<file path="config.mk">
export PLATFORM = sky130hd
export DESIGN_NAME = text_write_ctrl
export DESIGN_NICKNAME = d
export VERILOG_FILES = /design/src/rtl/text_ctrl_pkg.sv /design/src/rtl/text_cursor.sv /design/src/rtl/text_write_ctrl.sv
export SDC_FILE = /design/constraint.sdc
export NUM_CORES = 1
export LEC_CHECK = 0
export CAP_MARGIN = 20
export CORE_UTILIZATION = 30
export CTS_CLUSTER_DIAMETER = 80
export DETAILED_ROUTE_END_ITERATION = 10
export HOLD_SLACK_MARGIN = 0.03
export SLEW_MARGIN = 30
export SYNTH_ARGS = -nofsm -noshare
export SYNTH_HDL_FRONTEND = slang
export SYNTH_SLANG_ARGS = --single-unit
</file>
<file path="constraint.sdc">
create_clock -name clk -period 2.8 [get_ports clk]
set_input_delay 0.28 -clock clk [delete_from_list [all_inputs] [get_ports clk]]
set_output_delay 0.28 -clock clk [all_outputs]
set_load 0.005 [all_outputs]
</file>
<file path="src/rtl/text_ctrl_pkg.sv">
// Shared FSM states, cursor operations and character codes for the text write controller.
package text_ctrl_pkg;

    typedef enum logic [1:0] {
        IDLE   = 2'd0,
        ROWCLR = 2'd1,
        CLEAR  = 2'd2
    } text_state_e;

    typedef enum logic [2:0] {
        CUR_NOP  = 3'd0,
        CUR_ADV  = 3'd1,
        CUR_NL   = 3'd2,
        CUR_BS   = 3'd3,
        CUR_ZERO = 3'd4
    } cur_op_e;

    localparam logic [7:0] CHAR_BS       = 8'h08;
    localparam logic [7:0] CHAR_LF       = 8'h0A;
    localparam logic [7:0] CHAR_CR       = 8'h0D;
    localparam logic [7:0] CHAR_FILTER   = 8'h7E;
    localparam logic [7:0] CHAR_PRINT_LO = 8'h20;
    localparam logic [7:0] CHAR_PRINT_HI = 8'h7D;

    function automatic logic is_printable(input logic [7:0] ch);
        return (ch >= CHAR_PRINT_LO) && (ch <= CHAR_PRINT_HI);
    endfunction

endpackage

</file>
<file path="src/rtl/text_cursor.sv">
// Text cursor row/column counter: advance, newline, backspace and zero operations.
// Exposes the next position plus row-advance / backward-move events to the controller.
module text_cursor
    import text_ctrl_pkg::*;
#(
    parameter int ROWS = 4,
    parameter int COLS = 32,
    localparam int ROW_W = $clog2(ROWS),
    localparam int COL_W = $clog2(COLS)
) (
    input  logic             clk,
    input  logic             reset,
    input  cur_op_e          op,
    output logic [ROW_W-1:0] row,
    output logic [COL_W-1:0] col,
    output logic [ROW_W-1:0] nxt_row,
    output logic [COL_W-1:0] nxt_col,
    output logic             row_adv,
    output logic             moved_back
);

    localparam logic [ROW_W-1:0] ROW_LAST = ROW_W'(ROWS - 1);
    localparam logic [COL_W-1:0] COL_LAST = COL_W'(COLS - 1);

    logic [ROW_W-1:0] row_r;
    logic [COL_W-1:0] col_r;
    logic [ROW_W-1:0] row_inc_s;

    assign row_inc_s = (row_r == ROW_LAST) ? ROW_W'(0) : row_r + ROW_W'(1);
    assign row       = row_r;
    assign col       = col_r;

    // Next cursor position and events for the requested operation
    always_comb begin
        nxt_row    = row_r;
        nxt_col    = col_r;
        row_adv    = 1'b0;
        moved_back = 1'b0;
        case (op)
            CUR_ADV: begin
                if (col_r == COL_LAST) begin
                    nxt_col = COL_W'(0);
                    nxt_row = row_inc_s;
                    row_adv = 1'b1;
                end else begin
                    nxt_col = col_r + COL_W'(1);
                end
            end
            CUR_NL: begin
                nxt_col = COL_W'(0);
                nxt_row = row_inc_s;
                row_adv = 1'b1;
            end
            CUR_BS: begin
                if (col_r != COL_W'(0)) begin
                    nxt_col    = col_r - COL_W'(1);
                    moved_back = 1'b1;
                end else if (row_r != ROW_W'(0)) begin
                    nxt_row    = row_r - ROW_W'(1);
                    nxt_col    = COL_LAST;
                    moved_back = 1'b1;
                end else begin
                    moved_back = 1'b0;
                end
            end
            CUR_ZERO: begin
                nxt_row = ROW_W'(0);
                nxt_col = COL_W'(0);
            end
            default: begin
                nxt_row = row_r;
                nxt_col = col_r;
            end
        endcase
    end

    // Cursor position register
    always_ff @(posedge clk or negedge reset) begin
        if (!reset) begin
            row_r <= ROW_W'(0);
            col_r <= COL_W'(0);
        end else begin
            row_r <= nxt_row;
            col_r <= nxt_col;
        end
    end

endmodule

</file>
<file path="src/rtl/text_write_ctrl.sv">
// Write-side controller for the character display RAM: character stream, cursor, fills.
// Optional macro TEXT_ROW_CLEAR_EN: clear the newly entered row on every row advance.
module text_write_ctrl
    import text_ctrl_pkg::*;
#(
    parameter int                    DATA_WIDTH = 8,
    parameter int                    ROWS       = 4,
    parameter int                    COLS       = 32,
    parameter logic [DATA_WIDTH-1:0] FILL_CHAR  = 8'h20,
    localparam int ROW_W = $clog2(ROWS),
    localparam int COL_W = $clog2(COLS)
) (
    input  logic                  clk,
    input  logic                  reset,
    input  logic                  in_valid,
    input  logic [DATA_WIDTH-1:0] in_data,
    output logic                  in_ready,
    input  logic                  clr_req,
    output logic                  busy,
    output logic                  ram_we,
    output logic [ROW_W-1:0]      ram_row,
    output logic [COL_W-1:0]      ram_col,
    output logic [DATA_WIDTH-1:0] ram_din,
    output logic [ROW_W-1:0]      cur_row,
    output logic [COL_W-1:0]      cur_col
);

    localparam logic [ROW_W-1:0] ROW_LAST = ROW_W'(ROWS - 1);
    localparam logic [COL_W-1:0] COL_LAST = COL_W'(COLS - 1);

    text_state_e           state_r, state_nxt_s;
    logic                  clr_pend_r, clr_pend_nxt_s, clr_go_s;
    logic [ROW_W-1:0]      fill_row_r, fill_row_nxt_s;
    logic [COL_W-1:0]      fill_col_r, fill_col_nxt_s;
    logic                  fill_last_s;
    logic                  we_r, we_nxt_s;
    logic [ROW_W-1:0]      wr_row_r, wr_row_nxt_s;
    logic [COL_W-1:0]      wr_col_r, wr_col_nxt_s;
    logic [DATA_WIDTH-1:0] wr_din_r, wr_din_nxt_s;
    logic                  in_ready_r, in_ready_nxt_s;
    logic                  busy_r, busy_nxt_s;
    cur_op_e               cur_op_s;
    logic [ROW_W-1:0]      cur_row_s, nxt_row_s;
    logic [COL_W-1:0]      cur_col_s, nxt_col_s;
    logic                  row_adv_s, moved_back_s;

    text_cursor #(
        .ROWS (ROWS),
        .COLS (COLS)
    ) u_cursor (
        .clk        (clk),
        .reset      (reset),
        .op         (cur_op_s),
        .row        (cur_row_s),
        .col        (cur_col_s),
        .nxt_row    (nxt_row_s),
        .nxt_col    (nxt_col_s),
        .row_adv    (row_adv_s),
        .moved_back (moved_back_s)
    );

    assign clr_go_s       = clr_req || clr_pend_r;
    assign fill_last_s    = (fill_row_r == ROW_LAST) && (fill_col_r == COL_LAST);
    assign in_ready_nxt_s = (state_nxt_s == IDLE) && !clr_pend_nxt_s;
    assign busy_nxt_s     = (state_nxt_s != IDLE) || clr_pend_nxt_s;

    // Character decode; a pending clear wins and drops a character offered in the same cycle
    always_comb begin
        cur_op_s = CUR_NOP;
        if ((state_r == IDLE) && !clr_go_s && in_valid && in_ready_r) begin
            if (is_printable(in_data)) begin
                cur_op_s = CUR_ADV;
            end else if ((in_data == CHAR_CR) || (in_data == CHAR_LF)) begin
                cur_op_s = CUR_NL;
            end else if (in_data == CHAR_BS) begin
                cur_op_s = CUR_BS;
            end else begin
                cur_op_s = CUR_NOP;
            end
        end else if ((state_r == CLEAR) && fill_last_s) begin
            cur_op_s = CUR_ZERO;
        end else begin
            cur_op_s = CUR_NOP;
        end
    end

    // Next state, fill address and RAM write port
    always_comb begin
        state_nxt_s    = state_r;
        clr_pend_nxt_s = clr_pend_r || clr_req;
        fill_row_nxt_s = fill_row_r;
        fill_col_nxt_s = fill_col_r;
        we_nxt_s       = 1'b0;
        wr_row_nxt_s   = wr_row_r;
        wr_col_nxt_s   = wr_col_r;
        wr_din_nxt_s   = wr_din_r;
        case (state_r)
            IDLE: begin
                if (clr_go_s) begin
                    state_nxt_s = CLEAR;
`ifdef TEXT_ROW_CLEAR_EN
                end else if (row_adv_s) begin
                    state_nxt_s = ROWCLR;
`endif
                end else begin
                    state_nxt_s = IDLE;
                end
                if (clr_go_s || row_adv_s) begin
                    fill_row_nxt_s = ROW_W'(0);
                    fill_col_nxt_s = COL_W'(0);
                end else begin
                    fill_row_nxt_s = fill_row_r;
                    fill_col_nxt_s = fill_col_r;
                end
                if (cur_op_s == CUR_ADV) begin
                    we_nxt_s     = 1'b1;
                    wr_row_nxt_s = cur_row_s;
                    wr_col_nxt_s = cur_col_s;
                    wr_din_nxt_s = in_data;
                end else if ((cur_op_s == CUR_BS) && moved_back_s) begin
                    we_nxt_s     = 1'b1;
                    wr_row_nxt_s = nxt_row_s;
                    wr_col_nxt_s = nxt_col_s;
                    wr_din_nxt_s = FILL_CHAR;
                end else begin
                    we_nxt_s = 1'b0;
                end
            end
`ifdef TEXT_ROW_CLEAR_EN
            ROWCLR: begin
                we_nxt_s     = 1'b1;
                wr_row_nxt_s = cur_row_s;
                wr_col_nxt_s = fill_col_r;
                wr_din_nxt_s = FILL_CHAR;
                if (fill_col_r == COL_LAST) begin
                    state_nxt_s = IDLE;
                end else begin
                    fill_col_nxt_s = fill_col_r + COL_W'(1);
                end
            end
`endif
            CLEAR: begin
                we_nxt_s     = 1'b1;
                wr_row_nxt_s = fill_row_r;
                wr_col_nxt_s = fill_col_r;
                wr_din_nxt_s = FILL_CHAR;
                if (fill_last_s) begin
                    state_nxt_s    = IDLE;
                    clr_pend_nxt_s = 1'b0;
                end else if (fill_col_r == COL_LAST) begin
                    fill_col_nxt_s = COL_W'(0);
                    fill_row_nxt_s = fill_row_r + ROW_W'(1);
                end else begin
                    fill_col_nxt_s = fill_col_r + COL_W'(1);
                end
            end
            default: begin
                state_nxt_s = IDLE;
            end
        endcase
    end

    // State, fill counter and registered outputs
    always_ff @(posedge clk or negedge reset) begin
        if (!reset) begin
            state_r    <= IDLE;
            clr_pend_r <= 1'b0;
            fill_row_r <= ROW_W'(0);
            fill_col_r <= COL_W'(0);
            we_r       <= 1'b0;
            wr_row_r   <= ROW_W'(0);
            wr_col_r   <= COL_W'(0);
            wr_din_r   <= DATA_WIDTH'(0);
            in_ready_r <= 1'b0;
            busy_r     <= 1'b0;
        end else begin
            state_r    <= state_nxt_s;
            clr_pend_r <= clr_pend_nxt_s;
            fill_row_r <= fill_row_nxt_s;
            fill_col_r <= fill_col_nxt_s;
            we_r       <= we_nxt_s;
            wr_row_r   <= wr_row_nxt_s;
            wr_col_r   <= wr_col_nxt_s;
            wr_din_r   <= wr_din_nxt_s;
            in_ready_r <= in_ready_nxt_s;
            busy_r     <= busy_nxt_s;
        end
    end

    assign in_ready = in_ready_r;
    assign busy     = busy_r;
    assign ram_we   = we_r;
    assign ram_row  = wr_row_r;
    assign ram_col  = wr_col_r;
    assign ram_din  = wr_din_r;
    assign cur_row  = cur_row_s;
    assign cur_col  = cur_col_s;

endmodule

</file>
==> results of run 1 <==
-- flip-flops by register name, indices dropped and copies added, names as in the netlist --
name	cells
ram_din	8
u_cursor.col	5
in_ready	1
ram_we	1
fill_row_r	2
ram_row	2
u_cursor.row	2
fill_col_r	5
state_r	2
clr_pend_r	1
busy	1
ram_col	5
-- routing by layer --
metal,wire length [um],GRT usage
met5,0,0
met4,89,0.05701
met3,248,0.03210
met2,2388,0.2236
met1,2460,0.2175
-- cells by family after synthesis --
family          synth area share
compound gates            0.2805
simple gates              0.1598
flops                     0.4222
buf+inv                  0.05066
fa+ha+maj                0.06031
mux                      0.02473
other cells             0.001808
-- worst max-delay path, cell delays in order (launching register included) --
cell	delay [ns]
dfrtp_1	0.50
inv_1	0.10
ha_1	0.21
nor4b_2	0.48
a21oi_1	0.22
a2bb2oi_4	0.47
inv_1	0.15
o22a_1	0.20
-- worst paths after layout --
path                                        endpoint  slack, ns
setup / recovery              ram_din[5]$_DFFE_PN0P_       0.38
hold / removal                  state_r[0]$_DFF_PN0_       0.40
setup reg to reg              ram_din[5]$_DFFE_PN0P_       0.38
hold reg to reg               ram_din[5]$_DFFE_PN0P_       0.49
max in group asynchronous  u_cursor.col[3]$_DFF_PN0_       2.08
min in group clk              ram_din[5]$_DFFE_PN0P_       0.49
-- layout make-up --
type	instances	share of cell area
multi-input cells	155	0.4180
inverters	15	0.02152
clock inverters	1	0.001913
flip-flops and latches	35	0.3348
clock buffers	7	0.02917
repair buffers	43	0.1578
well taps	77	0.03682
-- power groups by stage --
stage | registers (mW) | logic (mW) | clock network (mW)
2_1_floorplan | 0.543 | 0.0502 | 0
3_3_place_gp | 0.544 | 0.115 | 0
3_5_place_dp | 0.543 | 0.115 | 0
4_1_cts | 0.534 | 0.116 | 0.367
5_1_grt | 0.536 | 0.127 | 0.391
6_report | 0.534 | 0.115 | 0.357
-- Yosys cell counts (2+ instances only) --
cell type / instances
dfrtp_1: 35
nand2_1: 19
o21ai_0: 18
a21oi_1: 17
nor2_1: 16
inv_1: 15
ha_1: 10
a22o_2: 7
clkbuf_1: 7
nand3_1: 5
a311oi_1: 4
and3_1: 4
mux2i_1: 4
nor3_1: 4
a211oi_1: 3
a221o_1: 3
nand4_1: 3
o211ai_1: 3
a211o_1: 2
a22o_1: 2
a311o_1: 2
buf_6: 2
or4b_1: 2
-- through the flow --
step	hold slack (ns)	std cells	worst slack (ns)	total power, mW
final	0.4028	333	0.3794	1.007
after global routing	0.4772	333	0.1051	1.054
after CTS	0.4191	333	0.3252	1.018
after detailed placement	0.4818	325	0.1838	0.6589
after global placement	0.4751	325	0.1794	0.6586
after floorplan	-0.01559	214	0.6888	0.5928
==> impl_metrics.json, run 1 <==
{
  "synth-async-reset-ratio": 1.000,
  "synth_area_um2": 2074,
  "cts_made_buffers": 5,
  "ir_worst_vdd_uv": 207.3,
  "slew_viol_final": 0,
  "worst_pin_slew_ns": 0.5558,
  "die_x_um": 85.16,
  "holdCritPathClass": "input pin to asynchronous set/reset pin",
  "root_buffer": "clkbuf_8",
  "grt_overflow": 0,
  "cts.clk_slew.worst_paths_ns": 0.07,
  "sequentialPowerShare": 0.531,
  "grt_pass1_vias": 1663,
  "power_frac_comb": 0.114,
  "multi_input_area_um2": 1094,
  "grt_pass1_wl_um": 8583,
  "htree_num_levels": 2,
  "p_clk_frac": 0.355,
  "clock_path_buffers": 2,
  "synth_top_area_cell": "dfrtp_1",
  "drtAntennaViolNets": 0,
  "yosys_warnings": 0,
  "cts_tree": "built",
  "skew_ns": 0.002976,
  "antenna_found_initial": 0,
  "track_usage": 0.1516,
  "cts_setup_buffers": 0,
  "post_drt_wl_per_cell_um": 15.58,
  "timing.rr.start": "u_cursor.col[1]$_DFF_PN0_",
  "die_area_um2": 7251,
  "synth_area_leaders": "dfrtp_1, ha_1, o21ai_0",
  "drt_iter0_markers": 131,
  "synth_top_area_frac": 0.4222,
  "drt_pass1_iterations": 4,
  "final_common_cell": "clkdlybuf4s50_1",
  "setup_tns_ns": 0,
  "crit_type": "flip-flop to flip-flop",
  "place_congestion": 0.8240,
  "cts_resized": 0,
  "internal-power_mw": 0.7551,
  "hold_buffers": 0,
  "critical_path.max_fanout": 19,
  "synth_cell_type_count": 50,
  "clock-sinks": 35,
  "crit_arrival_ns": 2.60,
  "drv_cap": 0,
  "fp.coreArea_um2": 6495,
  "totalWireLength_um": 5187,
  "grt_max_degree": 36,
  "register_area_um2": 875.8,
  "reg2regPathDepth": 7,
  "area_growth_pct": 26.12,
  "synthesis.nets": 236,
  "synth_flop_cell": "dfrtp_1",
  "p_leak_nw": 1.103,
  "drc": 0,
  "postPlaceCellArea_um2": 2535,
  "ys_seq_elements": 35,
  "n_antenna_cell": 0,
  "vias": 1837,
  "final_core_util": 0.4028,
  "power.density_nw_per_um2": 384.7,
  "clock.fmax_ghz": 0.4131,
  "cp-end-kind": "flip-flop",
  "start_util": 0.3194,
  "slew_headroom": 0.6281,
  "dp_hpwl_um": 3772,
  "worstSkewPairLatency_ns": 0.29,
  "ys_seq_area_frac": 0.4222,
  "switching_share": 0.2498,
  "synth_area_per_cell_um2": 9.694,
  "vias_per_cell": 5.517,
  "cp_data_required_time_ns": 2.98,
  "fin_area_um2": 2616,
  "dieHeight_um": 85.16,
  "startpoint": "u_cursor.col[1]$_DFF_PN0_",
  "hold_viol": 0,
  "power_switching_mw": 0.2514,
  "syn_inst": 214,
  "num-fill-cells": 621,
  "final_cell_mix": "clkdlybuf4s50_1, dfrtp_1, nand2_1, o21ai_0, a21oi_1",
  "drive_above_1_share": 0.1211,
  "io_pins": 37,
  "nets": 277,
  "io_buffers": 36,
  "period_share": 0.8645,
  "fin_crit_ns": 2.421,
  "setup_viol": 0,
  "rsz0062_at_grt": "no",
  "status": "finished, final reports clean",
  "critical_path.startpoint_type": "flip-flop",
  "placementRows": 29,
  "synth_edf_count": 0
}
Power figures use the tool's default switching activity.
==> run 2: changes to the inputs <==
--- a/config.mk
+++ b/config.mk
@@ -9,7 +9,8 @@
 export CORE_UTILIZATION = 30
 export CTS_CLUSTER_DIAMETER = 80
 export DETAILED_ROUTE_END_ITERATION = 10
-export HOLD_SLACK_MARGIN = 0.03
+export PLACE_DENSITY = 0.52
+export RECOVER_POWER = 50
 export SLEW_MARGIN = 30
 export SYNTH_ARGS = -nofsm -noshare
 export SYNTH_HDL_FRONTEND = slang
==> impl_metrics.json, run 2 (synthesis results as in run 1) <==
{
  "drt_iter0_markers": 131,
  "drt_pass1_iterations": 4,
  "grt_max_degree": 36,
  "p_leak_nw": 1.128,
  "grt_pass1_vias": 1832,
  "cts_setup_buffers": 0,
  "drtAntennaViolNets": 0,
  "placementRows": 29,
  "die_x_um": 85.16,
  "dp_hpwl_um": 4009,
  "start_util": 0.3194,
  "crit_arrival_ns": 2.62,
  "cts_made_buffers": 5,
  "worst_pin_slew_ns": 1.879,
  "die_area_um2": 7251,
  "slew_headroom": -0.2529,
  "critical_path.max_fanout": 19,
  "holdCritPathClass": "flip-flop to flip-flop",
  "htree_num_levels": 2,
  "totalWireLength_um": 5439,
  "r2r_slack_ns": 0.37,
  "skew_ns": 0.004166,
  "rsz0062_at_grt": "no",
  "fp.coreArea_um2": 6495,
  "n_antenna_cell": 0,
  "power.density_nw_per_um2": 384.4,
  "setup_viol": 0,
  "ir_worst_vdd_uv": 159.0,
  "vias": 1860,
  "dieHeight_um": 85.16,
  "drive_above_1_share": 0.1318,
  "io_buffers": 36,
  "vias_per_cell": 5.552,
  "setup_tns_ns": 0,
  "final_common_cell": "dfrtp_1",
  "drv_cap": 1,
  "cts_resized": 0,
  "hold_viol": 0,
  "period_share": 0.8683,
  "area_growth_pct": 26.72,
  "clock.fmax_ghz": 0.4113,
  "violations": "capacitance limit, slew limit",
  "crit_type": "flip-flop to flip-flop",
  "num-fill-cells": 637,
  "cts_tree": "built",
  "antenna_found_initial": 0,
  "cp_data_required_time_ns": 2.98,
  "root_buffer": "clkbuf_8",
  "track_usage": 0.1609,
  "drc": 0,
  "cp-end-kind": "flip-flop",
  "place_congestion": 0.7925,
  "grt_overflow": 0,
  "final_cell_mix": "dfrtp_1, clkdlybuf4s50_1, nand2_1, o21ai_0, a21oi_1",
  "clock-sinks": 35,
  "worstSkewPairLatency_ns": 0.29,
  "nets": 279,
  "fin_crit_ns": 2.431,
  "status": "finished, violations left",
  "whs_ns": 0.4892,
  "cts.clk_slew.worst_paths_ns": 0.08,
  "slew_viol_final": 36,
  "clock_path_buffers": 2,
  "critical_path.startpoint_type": "flip-flop",
  "grt_pass1_wl_um": 9032,
  "post_drt_wl_per_cell_um": 16.24,
  "largest_register_ffs": 8,
  "io_pins": 37,
  "hold_buffers": 0
}
[run 2: layer usage]
metal  share of wire  vias to the layer above  GRT usage
met1            0.46                      916     0.2009
met5               0                        -          0
met2            0.48                       50     0.2742
met3           0.046                        5    0.03891
li1                -                      889          -
met4          0.0072                        0    0.05085
[run 2: path summary, 6_finish.rpt]
kind                                      startpoint                        end  cells past startpoint
max                        u_cursor.col[0]$_DFF_PN0_     ram_din[5]$_DFFE_PN0P_                      7
min                           ram_din[7]$_DFFE_PN0P_     ram_din[7]$_DFFE_PN0P_                      1
max reg2reg                u_cursor.col[0]$_DFF_PN0_     ram_din[5]$_DFFE_PN0P_                      7
min reg2reg                   ram_din[7]$_DFFE_PN0P_     ram_din[7]$_DFFE_PN0P_                      1
max in group asynchronous                      reset  fill_row_r[0]$_DFFE_PN0P_                      1
min in group asynchronous                      reset  u_cursor.col[2]$_DFF_PN0_                      1
[run 2: layout make-up]
type	instances	area, um2	share of cell area
tap	77	96.34	0.03665
inverter	15	56.30	0.02142
clock inverter	2	12.51	0.004760
multi-input combinational	155	1094	0.4160
clock buffer	6	72.57	0.02761
timing repair buffer	45	421.7	0.1604
sequential	35	875.8	0.3332
[run 2: critical path, cell delays in order, from the launching register on]
cell	delay [ns]
dfrtp_1	0.38
inv_1	0.10
ha_1	0.24
nor4b_2	0.54
a21oi_1	0.24
a2bb2oi_4	0.47
inv_1	0.15
o22a_1	0.20
[run 2: through the flow]
stage               total power [mW]  worst slack, ns    util  instance area, um2  instances
finish                         1.011           0.3687  0.4047                2629        335
detailed placement            0.6609           0.2374  0.3918                2545        327
CTS                            1.033           0.3800  0.4049                2630        335
global route                   1.064           0.1760  0.4047                2629        335
floorplan                     0.5928           0.6888       -                2074        214
global placement              0.6606           0.2418  0.3918                2545        327
[run 2: where the power goes]
group          internal, mW  switching (mW)  leakage (nW)
Clock                 0.174           0.191        0.0412
Sequential            0.521          0.0122         0.452
Combinational        0.0554          0.0566         0.635
Total                 0.750           0.260          1.13
==> run 3: changes to the inputs <==
--- a/config.mk
+++ b/config.mk
@@ -9,6 +9,7 @@
 export CORE_UTILIZATION = 30
 export CTS_CLUSTER_DIAMETER = 80
 export DETAILED_ROUTE_END_ITERATION = 10
+export GPL_TIMING_DRIVEN = 0
 export PLACE_DENSITY = 0.52
 export RECOVER_POWER = 50
 export SLEW_MARGIN = 30
==> impl_metrics.json, run 3 (synthesis results as in run 1) <==
{
  "status": "finished, final reports clean",
  "grt-busiest-layer": "met2",
  "grt_max_degree": 20,
  "grt_pass1_wl_um": 8976,
  "drtAntennaViolNets": 0,
  "power_switching_mw": 0.2614,
  "crit_family": "flip-flops",
  "final_cell_mix": "dfrtp_1, clkdlybuf4s50_1, nand2_1, o21ai_0, a21oi_1",
  "switching_share": 0.2315,
  "internal-power_mw": 0.8676,
  "p_leak_nw": 1.133,
  "critPathBufInv": 1,
  "power.density_nw_per_um2": 425.1,
  "drive_above_1_share": 0.1077,
  "drc": 0,
  "crit_arrival_ns": 2.63,
  "skew_ns": 0.004309,
  "grt_util_met3": 0.04572,
  "n_antenna_cell": 0,
  "worst_pin_slew_ns": 1.106,
  "crit_type": "flip-flop to flip-flop",
  "power_frac_comb": 0.103,
  "track_usage": 0.1607,
  "hold_viol": 0,
  "clock-sinks": 35,
  "period_share": 0.8774,
  "worstSkewPairLatency_ns": 0.29,
  "cts_tree": "built",
  "ir_worst_vdd_uv": 134.2,
  "dp_hpwl_um": 3988,
  "setup_tns_ns": 0,
  "vias": 1826,
  "path_common_cell": "ha_1",
  "cts.clk_slew.worst_paths_ns": 0.07,
  "cts_made_buffers": 5,
  "grt_overflow": 0,
  "root_buffer": "clkbuf_8",
  "critical_path.max_fanout": 9,
  "totalWireLength_um": 5457,
  "sequentialPowerShare": 0.473,
  "io_pins": 37,
  "setup_slack_ns": 0.3433,
  "nets": 281,
  "final_cells": 337,
  "clock.fmax_ghz": 0.4071,
  "cp_slowest_cell": "dfrtp_1",
  "fp.coreArea_um2": 6495,
  "dp_slack_ns": 0.05739,
  "cp_cell_sequence": "ha_1 -> and3_1 -> ha_1 -> clkbuf_1 -> nand3_1 -> a311o_1 -> mux2_2",
  "grt_pass1_vias": 1755,
  "io_buffers": 36,
  "placementRows": 29,
  "grt_util_met1": 0.2122,
  "htree_num_levels": 2,
  "dieHeight_um": 85.16,
  "drt_iter0_markers": 94,
  "area_growth_pct": 28.05,
  "rsz0062_at_grt": "no",
  "fin_crit_ns": 2.457,
  "post_drt_wl_per_cell_um": 16.19,
  "drv_cap": 0,
  "drt_pass1_iterations": 4,
  "p_clk_frac": 0.423,
  "gr-usage-met2": 0.2537,
  "die_area_um2": 7251,
  "place_congestion": 0.8391,
  "holdCritPathClass": "flip-flop to flip-flop",
  "slew_headroom": 0.2628,
  "clock_path_buffers": 2,
  "largest_register_ffs": 8,
  "cp_data_required_time_ns": 2.97,
  "critPathMaxStageDelay_ns": 0.53,
  "critical_path.startpoint_type": "flip-flop",
  "start_util": 0.3194,
  "final_core_util": 0.4090,
  "vias_per_cell": 5.418,
  "dp.cells": 328,
  "final_common_cell": "dfrtp_1",
  "antenna_found_initial": 0,
  "cp-end-kind": "flip-flop",
  "slew_viol_final": 0,
  "setup_viol": 0,
  "die_x_um": 85.16
}
-- run 3: cell types whose count changed in the layout (fill, tap and decap cells not counted) --
cell / before / now
buf_4: 9 / 0
buf_6: 0 / 2
bufinv_16: 0 / 1
clkbuf_1: 2 / 9
clkbuf_8: 5 / 6
clkinvlp_4: 1 / 0
dlygate4sd3_1: 12 / 13
-- run 3: repair_timing --
item	CTS	global route
gates resized for setup	0	0
buffers inserted	0	0
hold endpoints to repair	18	0
hold buffers	1	0
-- run 3: path summary, 6_finish.rpt --
kind	startpoint	to	slack, ns	depth (start not counted)
min	ram_din[5]$_DFFE_PN0P_	ram_din[5]$_DFFE_PN0P_	0.49	1
max reg2reg	u_cursor.col[1]$_DFF_PN0_	fill_col_r[0]$_DFFE_PN0P_	0.34	7
min in group asynchronous	reset	u_cursor.col[0]$_DFF_PN0_	0.72	2
max	u_cursor.col[1]$_DFF_PN0_	fill_col_r[0]$_DFFE_PN0P_	0.34	7
max in group asynchronous	reset	ram_din[3]$_DFFE_PN0P_	0.68	3
min reg2reg	ram_din[5]$_DFFE_PN0P_	ram_din[5]$_DFFE_PN0P_	0.49	1
-- run 3: area by class of cell --
cell class              instances  area (um2)
repair buffers                 38       367.9
plain buffers                   9       48.80
clock inverters                 2       35.03
clock buffers                   6       82.58
flip-flops and latches         35       875.8
well taps                      77       96.34
fillers                       632        3839
inverters                      15       56.30
multi-input cells             155        1094
-- run 3: metal layers --
| layer | routed length [um] | part of all wire |
|---|---|---|
| met2 | 2573 | 0.47 |
| met1 | 2535 | 0.46 |
| met3 | 242 | 0.044 |
| met4 | 105 | 0.019 |
| met5 | 0 | 0 |
-- run 3: through the flow --
step	hold slack [ns]	cell area, um2	total power [mW]
2_1_floorplan	-0.01559	2074	0.5928
3_3_place_gp	0.4734	2531	0.6628
3_5_place_dp	0.2780	2554	0.6671
4_1_cts	0.4985	2681	1.150
5_1_grt	0.5159	2656	1.180
6_report	0.4852	2656	1.129
-- run 3: power by group through the flow --
stage	combinational, mW	sequential, mW	clock (mW)
final	0.117	0.534	0.478
after floorplan	0.0502	0.543	0
after global routing	0.128	0.537	0.515
after CTS	0.124	0.535	0.491
after detailed placement	0.123	0.544	0
after global placement	0.118	0.544	0
